`src/rtl/uart_pkg.sv`:
```
// uart_pkg: shared receiver state encoding and frame geometry
package uart_pkg;
  typedef enum logic [2:0] {IDLE, START, DATA, STOP, WAIT_HIGH} uart_rx_state_t;
  localparam int DATA_BITS = 8;
endpackage

```
`src/rtl/sync_2ff.sv`:
```
// sync_2ff: two-flop synchroniser for an asynchronous single-bit input
module sync_2ff #(
  parameter logic RESET_VAL = 1'b1
) (
  input  logic clk,
  input  logic rst,
  input  logic d,
  output logic q
);
  logic meta;
  always_ff @(posedge clk)
    if (rst) {q, meta} <= {2{RESET_VAL}};
    else {q, meta} <= {meta, d};
endmodule

```
`src/rtl/uart_rx.sv`:
```
// uart_rx: 8N1 serial receiver sampling at bit centres, with valid and frame-error strobes
module uart_rx #(
  parameter int CLKS_PER_BIT = 1,
  parameter int DATA_BITS = 8
) (
  input  logic       clk,
  input  logic       rst_n,
  input  logic       rx,
  output logic [7:0] out_data,
  output logic       valid,
  output logic       busy,
  output logic       frame_err
);
  import uart_pkg::*;
  localparam int IW = $clog2(DATA_BITS);
  localparam logic [15:0] LAST = 16'(CLKS_PER_BIT - 1);
  localparam logic [15:0] HALF = 16'((CLKS_PER_BIT - 1) / 2);
  uart_rx_state_t state, state_n;
  logic [15:0] cnt, cnt_n;
  logic [IW-1:0] bit_idx, bit_idx_n;
  logic [DATA_BITS-1:0] shift, shift_n;
  logic rx_s, fire, valid_n, frame_err_n;
  sync_2ff #(.RESET_VAL(1'b1)) u_sync (.clk(clk), .rst(rst_n), .d(rx), .q(rx_s));
  always_ff @(posedge clk)
    if (rst_n) begin
      state     <= IDLE;
      cnt       <= '0;
      bit_idx   <= '0;
      shift     <= '0;
      out_data  <= '0;
      valid     <= 1'b0;
      frame_err <= 1'b0;
    end else begin
      state     <= state_n;
      cnt       <= cnt_n;
      bit_idx   <= bit_idx_n;
      shift     <= shift_n;
      out_data  <= valid_n ? shift[7:0] : out_data;
      valid     <= valid_n;
      frame_err <= frame_err_n;
    end
  // START is skipped when the half-bit delay rounds to zero
  always_comb begin
    state_n   = state;
    cnt_n     = cnt + 16'd1;
    bit_idx_n = bit_idx;
    shift_n   = shift;
    case (state)
      IDLE: begin
        cnt_n = '0;
        if (!rx_s) begin
          state_n   = (HALF == 16'd0) ? DATA : START;
          cnt_n     = (HALF == 16'd0) ? 16'd0 : 16'd1;
          bit_idx_n = '0;
        end
      end
      START:
        if (cnt == HALF) begin
          state_n   = rx_s ? IDLE : DATA;
          cnt_n     = '0;
          bit_idx_n = '0;
        end
      DATA:
        if (cnt == LAST) begin
          shift_n[bit_idx] = rx_s;
          cnt_n            = '0;
          bit_idx_n        = bit_idx + 1'b1;
          state_n          = (bit_idx == IW'(DATA_BITS - 1)) ? STOP : DATA;
        end
      STOP:
        if (cnt == LAST) begin
          cnt_n   = '0;
          state_n = rx_s ? IDLE : WAIT_HIGH;
        end
      WAIT_HIGH: begin
        cnt_n   = '0;
        state_n = rx_s ? IDLE : WAIT_HIGH;
      end
      default: state_n = IDLE;
    endcase
  end
  always_comb begin
    fire        = (state == STOP) && (cnt == LAST);
    valid_n     = fire && rx_s;
    frame_err_n = fire && !rx_s;
    busy        = (state == START) || (state == DATA) || (state == STOP);
  end
endmodule

```
`config.mk`:
```
export PLATFORM = sky130hd
export DESIGN_NAME = uart_rx
export DESIGN_NICKNAME = d
export VERILOG_FILES = /design/src/rtl/uart_pkg.sv /design/src/rtl/sync_2ff.sv /design/src/rtl/uart_rx.sv
export SDC_FILE = /design/constraint.sdc
export NUM_CORES = 1
export LEC_CHECK = 0
export CAP_MARGIN = 25
export CORE_UTILIZATION = 45
export DETAILED_ROUTE_END_ITERATION = 16
export PLACE_DENSITY_LB_ADDON = 0.08
export SLEW_MARGIN = 0
export SYNTH_ARGS = -nofsm -noshare
export SYNTH_HDL_FRONTEND = slang
export SYNTH_SLANG_ARGS = --single-unit
```
`constraint.sdc`:
```
create_clock -name clk -period 3.15 [get_ports clk]
set_clock_uncertainty 0.15 [all_clocks]
set_input_delay 0.4725 -clock clk [delete_from_list [all_inputs] [get_ports clk]]
set_output_delay 0.4725 -clock clk [all_outputs]
set_load 0.005 [all_outputs]
```
==> flow_summary.ini, run 1 <==
[status]
status = finished, final reports clean

[floorplan]
num_io_pins = 14
rows = 22
die_width_um = 65.2
dieHeight_um = 65.2
die_area_um2 = 4250
design.core.area_um2 = 3740
start_util = 0.480

[drt]
route.detailed.wl_per_inst_um = 12.7
firstDrtPassIters = 4
wirelength_mm = 3.30
drt-initial-drc-count = 50
drc = 0
viasPerCell = 5.39
vias = 1402
antenna_left = 0

[clock_tree]
cts_setup_buffers = 0
clock_latency_ps = 290
cts_root_buf = clkbuf_8
cts.sinks = 42
clk_pin_slew_ps = 70
cts_max_level = 2
cts_tree = done
numCtsBuffers = 5
postCtsHoldBufs = 0
cts_buffer_depth = 2
post_cts_resize_count = 0

[finish]
final-seq-area_um2 = 841
antenna_cells = 0
fill_cells = 363
stdcell_count = 260
utilization = 0.556
drive_gt1_frac = 0.0755
multiInputGateArea_um2 = 895
nets = 218
area_growth_pct = 15.8

[pwr]
power.switching_mw = 0.194
switching_share = 0.212
powerDensity_nw_per_um2 = 441
power_frac_seq = 0.589
p_int_mw = 0.723
power_leakage_nw = 0.857
ir_drop_mv = 0.372
clkPwrFrac = 0.383
combPwrFrac = 0.028

[placement]
post-dp-hpwl_mm = 2.28
io_buffers = 13
post-place-cells = 252
gp_congestion = 0.763

[critical_path]
cpMaxStageDelayCell = or4_1
critical_path_required_ps = 3230
cp_cell_sequence = inv_1 -> ha_1 -> or4b_4 -> or4_1 -> o22a_1 -> or4_1 -> a21oi_1
critPathBufInv = 1
cpPeakStageDelay_ps = 640
crit_top_cell = or4_1
end_kind = register
crit_family = simple AND/OR/NAND/NOR gates
cp.arrival_ps = 2870
crit_type = reg -> reg
path_max_fanout = 7
cp-start-kind = register

[yosys]
syn_nets = 202
yosysMostFrequentCell = dfxtp_1
netlist_top_cells_area = dfxtp_1, mux2i_1, nor2_1
synth_ff_type = dfxtp_1
synth_edf_count = 0
yosys.area.top_type_share = 0.468
yosysSeqAreaShare = 0.468
synth_cell_types = 34
netlist_area_um2 = 1800
ys_seq_elements = 42
yosysWarnings = 0
ys_async_sr_fraction = 0
syn_inst = 195
syn_area_per_cell_um2 = 9.21
synth_common_cells = dfxtp_1, nor2_1, mux2i_1
netlist.top_cell.by_area = dfxtp_1

[flow_run]
drv_cap = 0

[timing]
slew_headroom = 0.498
setup_viol = 0
timing.final.crit_share = 0.885
rsz0062_at_grt = no
worst_pin_slew_ps = 747
period_minus_slack_ps = 2790
max_freq_ghz = 0.359
drv_slew = 0
final_hold_viol_count = 0
setup_tns_ps = 0

[global_route]
grt_pass1_wl_mm = 6.18
grt_start_max_net_pins = 26
grt_overflow = 0
track_usage = 0.190
grt_pass1_vias = 1369
antenna_found_initial = 0

[hold_path]
hold_class = reg -> reg
==> per-layer routing <==
metal  track usage  wire, um
met1         0.229      1530
met4        0.0652        46
met2         0.317      1570
met3        0.0625       152
met5             0         0
==> power by group through the flow <==
stage               Combinational (mW)  Clock, mW  Sequential (mW)
global route                    0.0289      0.384            0.541
CTS                             0.0258      0.362            0.540
floorplan                       0.0210          0            0.548
global placement                0.0245          0            0.552
finish                          0.0258      0.352            0.540
detailed placement              0.0256          0            0.552
==> cell usage in the layout, fill, tap and decap left out, types with 6 or more instances in the layout <==
| master | count |
|---|---|
| nand4_1 | 8 |
| clkbuf_8 | 6 |
| mux2i_1 | 16 |
| nand3_1 | 6 |
| xor2_1 | 10 |
| nor2_1 | 38 |
| nand2_1 | 6 |
| inv_1 | 7 |
| clkdlybuf4s50_1 | 13 |
| dfxtp_1 | 42 |
==> flip-flops by register name, summed over array words and instances (netlist names) <==
signal / count
u_sync.meta: 1
valid: 1
u_sync.q: 1
shift: 8
frame_err: 1
cnt: 16
bit_idx: 3
out_data: 8
state: 3
==> worst register-to-register path, stage by stage, from the launching register on <==
cell and delay (ps):
dfxtp_1 350, inv_1 70, ha_1 130, or4b_4 460, or4_1 640, o22a_1 280
or4_1 500, a21oi_1 150
==> logic make-up (layout without fill, tap and decap cells) <==
logic type | Yosys count | count (layout) | synth area share
simple gates | 90 | 90 | 0.265
flops | 42 | 42 | 0.468
mux | 16 | 16 | 0.0891
buf+inv | 16 | 33 | 0.0341
xor+xnor | 15 | 15 | 0.0731
compound gates | 12 | 12 | 0.0432
fa+ha+maj | 4 | 4 | 0.0279
==> cell type report <==
class | instances | share of cell area
Timing Repair Buffer | 18 | 0.0806
Sequential cell | 42 | 0.404
Multi-Input combinational cell | 137 | 0.430
Tap cell | 48 | 0.0289
Clock buffer | 7 | 0.0415
Inverter | 7 | 0.0126
Clock inverter | 1 | 0.00241
==> metrics by stage <==
stage / power [mW] / hold WS, ps / cell area [um2] / setup WS, ps
2_1_floorplan: 0.569 / 239 / 1800 / 540
3_3_place_gp: 0.577 / 247 / 1990 / 476
3_5_place_dp: 0.578 / 249 / 1990 / 399
4_1_cts: 0.927 / 271 / 2080 / 376
5_1_grt: 0.954 / 282 / 2080 / 220
6_report: 0.917 / 268 / 2080 / 361
==> path summary, 6_finish.rpt <==
kind                           from                 endpoint  slack, ps  depth (start not counted)
max               cnt[0]$_SDFF_PP0_  bit_idx[2]$_SDFFE_PP0P_        360                          7
min          u_sync.meta$_SDFF_PP1_      u_sync.q$_SDFF_PP1_        270                          1
max reg2reg       cnt[0]$_SDFF_PP0_  bit_idx[2]$_SDFFE_PP0P_        360                          7
min reg2reg  u_sync.meta$_SDFF_PP1_      u_sync.q$_SDFF_PP1_        270                          1
Note: power is estimated with default switching activity, not from simulation.
==> run 2: changes to the inputs <==
SLEW_MARGIN = 25   (was 0)
==> results of run 2 <==
Same layout as run 1: the final DEF is identical, and so are final timing and power.
==> run 3: changes to the inputs <==
SYNTH_HIERARCHICAL = 1   (was not set)
==> run 3 against run 2 <==
Maximum frequency up 27%. Sequential share of layout area down 1.8 points. Synthesized cell count up 6.2%. Critical path type unchanged. Utilization down 1.9 points. Power up 8.2%. Combinational power up 7%. Register-to-register slack better by 600 ps. Hold slack better by 0.90 ps. Sequential power about the same. Global-route usage down 1.2 points.
==> flow_summary.ini, run 3 <==
[status]
status = finished, final reports clean

[finish]
largest-register = cnt
final-seq-area_um2 = 841
multiInputGateArea_um2 = 993
largest_reg_flops = 16
drive_gt1_frac = 0.0826
reg_top3 = cnt: 16 flops, out_data: 8 flops, shift: 8 flops
fill_cells = 373
layout_commonest_cell = dfxtp_1
antenna_cells = 0
layout_common_cells = dfxtp_1, nor2_1, nand3_1
area_growth_pct = 13.3
nets = 225

[hold_path]
hold_class = reg -> reg
whs_endpoint = u_sync/q$_SDFF_PP1_
hold_path.startpoint = u_sync/meta$_SDFF_PP1_
whs_path_depth = 1

[critical_path]
critical_path_required_ps = 3220
cp-start-kind = register
crit_type = reg -> reg
cp.arrival_ps = 2260
cp_cell_sequence = inv_1 -> ha_1 -> nor4b_2 -> and4_1 -> buf_4 -> or3_1 -> nor2_1
path_max_fanout = 16
worst_r2r_path_depth = 7
r2r_end = cnt[9]$_SDFF_PP0_
cpPeakStageDelay_ps = 560
reg2reg_slack_ps = 960
r2r_start = cnt[0]$_SDFF_PP0_
end_kind = register
cpMaxStageDelayCell = or3_1

[timing]
slew_headroom = 0.645
period_minus_slack_ps = 2190
setup_tns_ps = 0
rsz0062_at_grt = no
worst_pin_slew_ps = 533
setup_viol = 0
timing.final.crit_share = 0.695
drv_slew = 0
final_hold_viol_count = 0
max_freq_ghz = 0.457

[yosys]
synth_edf_count = 0
yosysSeqAreaShare = 0.438
yosysWarnings = 6
netlist_area_um2 = 1920
syn_area_per_cell_um2 = 9.28
ys_seq_elements = 42
syn_inst = 207
syn_nets = 214
yosysMostFrequentCell = dfxtp_1
synth_common_cells = dfxtp_1, nor2_1, nand3_1
synth_ff_type = dfxtp_1
synth_cell_types = 47
yosys.area.top_type_share = 0.438
ys_async_sr_fraction = 0
netlist_top_cells_area = dfxtp_1, xor2_1, nand3_1
netlist.top_cell.by_area = dfxtp_1

[clock_tree]
cts_setup_buffers = 0
cts_max_level = 2
clk_pin_slew_ps = 70
post_cts_resize_count = 0
numCtsBuffers = 5
postCtsHoldBufs = 0
clock_latency_ps = 280
cts_tree = done
cts_root_buf = clkbuf_8
cts.sinks = 42
cts_buffer_depth = 2

[placement]
io_buffers = 13
post-dp-hpwl_mm = 2.57
gp_congestion = 0.834

[pwr]
power.switching_mw = 0.193
clkPwrFrac = 0.428
powerDensity_nw_per_um2 = 456
power_frac_seq = 0.544
finalPower_mw = 0.993
combPwrFrac = 0.028
p_int_mw = 0.800
switching_share = 0.195
ir_drop_mv = 0.286
power_leakage_nw = 0.761

[global_route]
grt_pass1_wl_mm = 6.05
grt_start_max_net_pins = 18
grt_pass1_vias = 1300
track_usage = 0.179
grt_overflow = 0
antenna_found_initial = 0

[floorplan]
dieHeight_um = 67.4
rows = 23
num_io_pins = 14
design.core.area_um2 = 4060
die_width_um = 67.4
start_util = 0.474
die_area_um2 = 4540

[drt]
firstDrtPassIters = 5
drc = 0
route.detailed.wl_per_inst_um = 13.8
viasPerCell = 5.68
drt-initial-drc-count = 128
antenna_left = 0
wirelength_mm = 3.71
vias = 1521

[flow_run]
drv_cap = 0
==> run 3: cell count changes after synthesis, moves of 5 or more <==
cell,before,now
a21oi_1,3,9
nor3_1,2,7
nor2_1,38,20
nand3_1,6,17
mux2i_1,16,7
o21ai_0,3,9
==> run 3: per-layer routing <==
layer / part of all wire / track usage / vias up / wire length, um
li1: - / - / 760 / -
met1: 0.53 / 0.261 / 719 / 1970
met2: 0.42 / 0.249 / 40 / 1540
met3: 0.046 / 0.0405 / 2 / 172
met4: 0.0067 / 0.0718 / 0 / 25
met5: 0 / 0 / - / 0
==> run 3: layout make-up <==
type | instances | share of cell area
clock inverter | 1 | 0.0138
multi-input combinational | 148 | 0.456
tap | 50 | 0.0287
clock buffer | 6 | 0.0379
timing repair buffer | 15 | 0.0667
sequential | 42 | 0.386
inverter | 6 | 0.0103
==> run 3: logic make-up (layout without fill, tap and decap cells) <==
logic type / after synthesis / in the layout / synth area share
AND/OR/NAND/NOR: 93 / 93 / 0.288
XOR/XNOR: 15 / 15 / 0.0684
buffers and inverters: 17 / 28 / 0.0456
AO/OA/AOI/OAI: 29 / 29 / 0.0977
flip-flops: 42 / 42 / 0.438
multiplexers: 7 / 7 / 0.0365
adder cells (fa/ha/maj): 4 / 4 / 0.0260
==> run 3: metrics by stage <==
step / area (um2) / utilization / hold slack [ps] / std cells / worst slack, ps
final: 2180 / 0.537 / 268 / 268 / 961
after global placement: 2060 / 0.509 / 244 / 261 / 1020
after CTS: 2180 / 0.537 / 274 / 268 / 957
after detailed placement: 2060 / 0.509 / 245 / 261 / 975
after global routing: 2180 / 0.537 / 307 / 268 / 763
after floorplan: 1920 / - / 235 / 207 / 1210
==> run 3: power groups by stage <==
stage	Sequential, mW	Clock [mW]	Combinational (mW)
after global routing	0.540	0.461	0.0305
after global placement	0.552	0	0.0268
final	0.540	0.425	0.0275
after floorplan	0.550	0	0.0200
after CTS	0.540	0.436	0.0277
after detailed placement	0.552	0	0.0276
==> run 3: worst max-delay path: cells and delay by family, from the launching register on <==
kind | cells | cell delay [ps]
adder cells (fa/ha/maj) | 1 | 200
flip-flops | 1 | 400
AND/OR/NAND/NOR | 4 | 1110
buffers and inverters | 2 | 260
==> run 3: worst max-delay path by stage <==
stage | start | to | slack [ps] | cells past startpoint
4_1_cts | cnt[0]$_SDFF_PP0_ | cnt[1]$_SDFF_PP0_ | 960 | 7
3_5_place_dp | cnt[0]$_SDFF_PP0_ | cnt[9]$_SDFF_PP0_ | 980 | 7
5_1_grt | cnt[0]$_SDFF_PP0_ | shift[6]$_SDFFE_PP0P_ | 760 | 6
2_1_floorplan | cnt[0]$_SDFF_PP0_ | cnt[13]$_SDFF_PP0_ | 1210 | 9
6_report | cnt[0]$_SDFF_PP0_ | cnt[9]$_SDFF_PP0_ | 960 | 7
3_3_place_gp | cnt[0]$_SDFF_PP0_ | cnt[10]$_SDFF_PP0_ | 1020 | 7
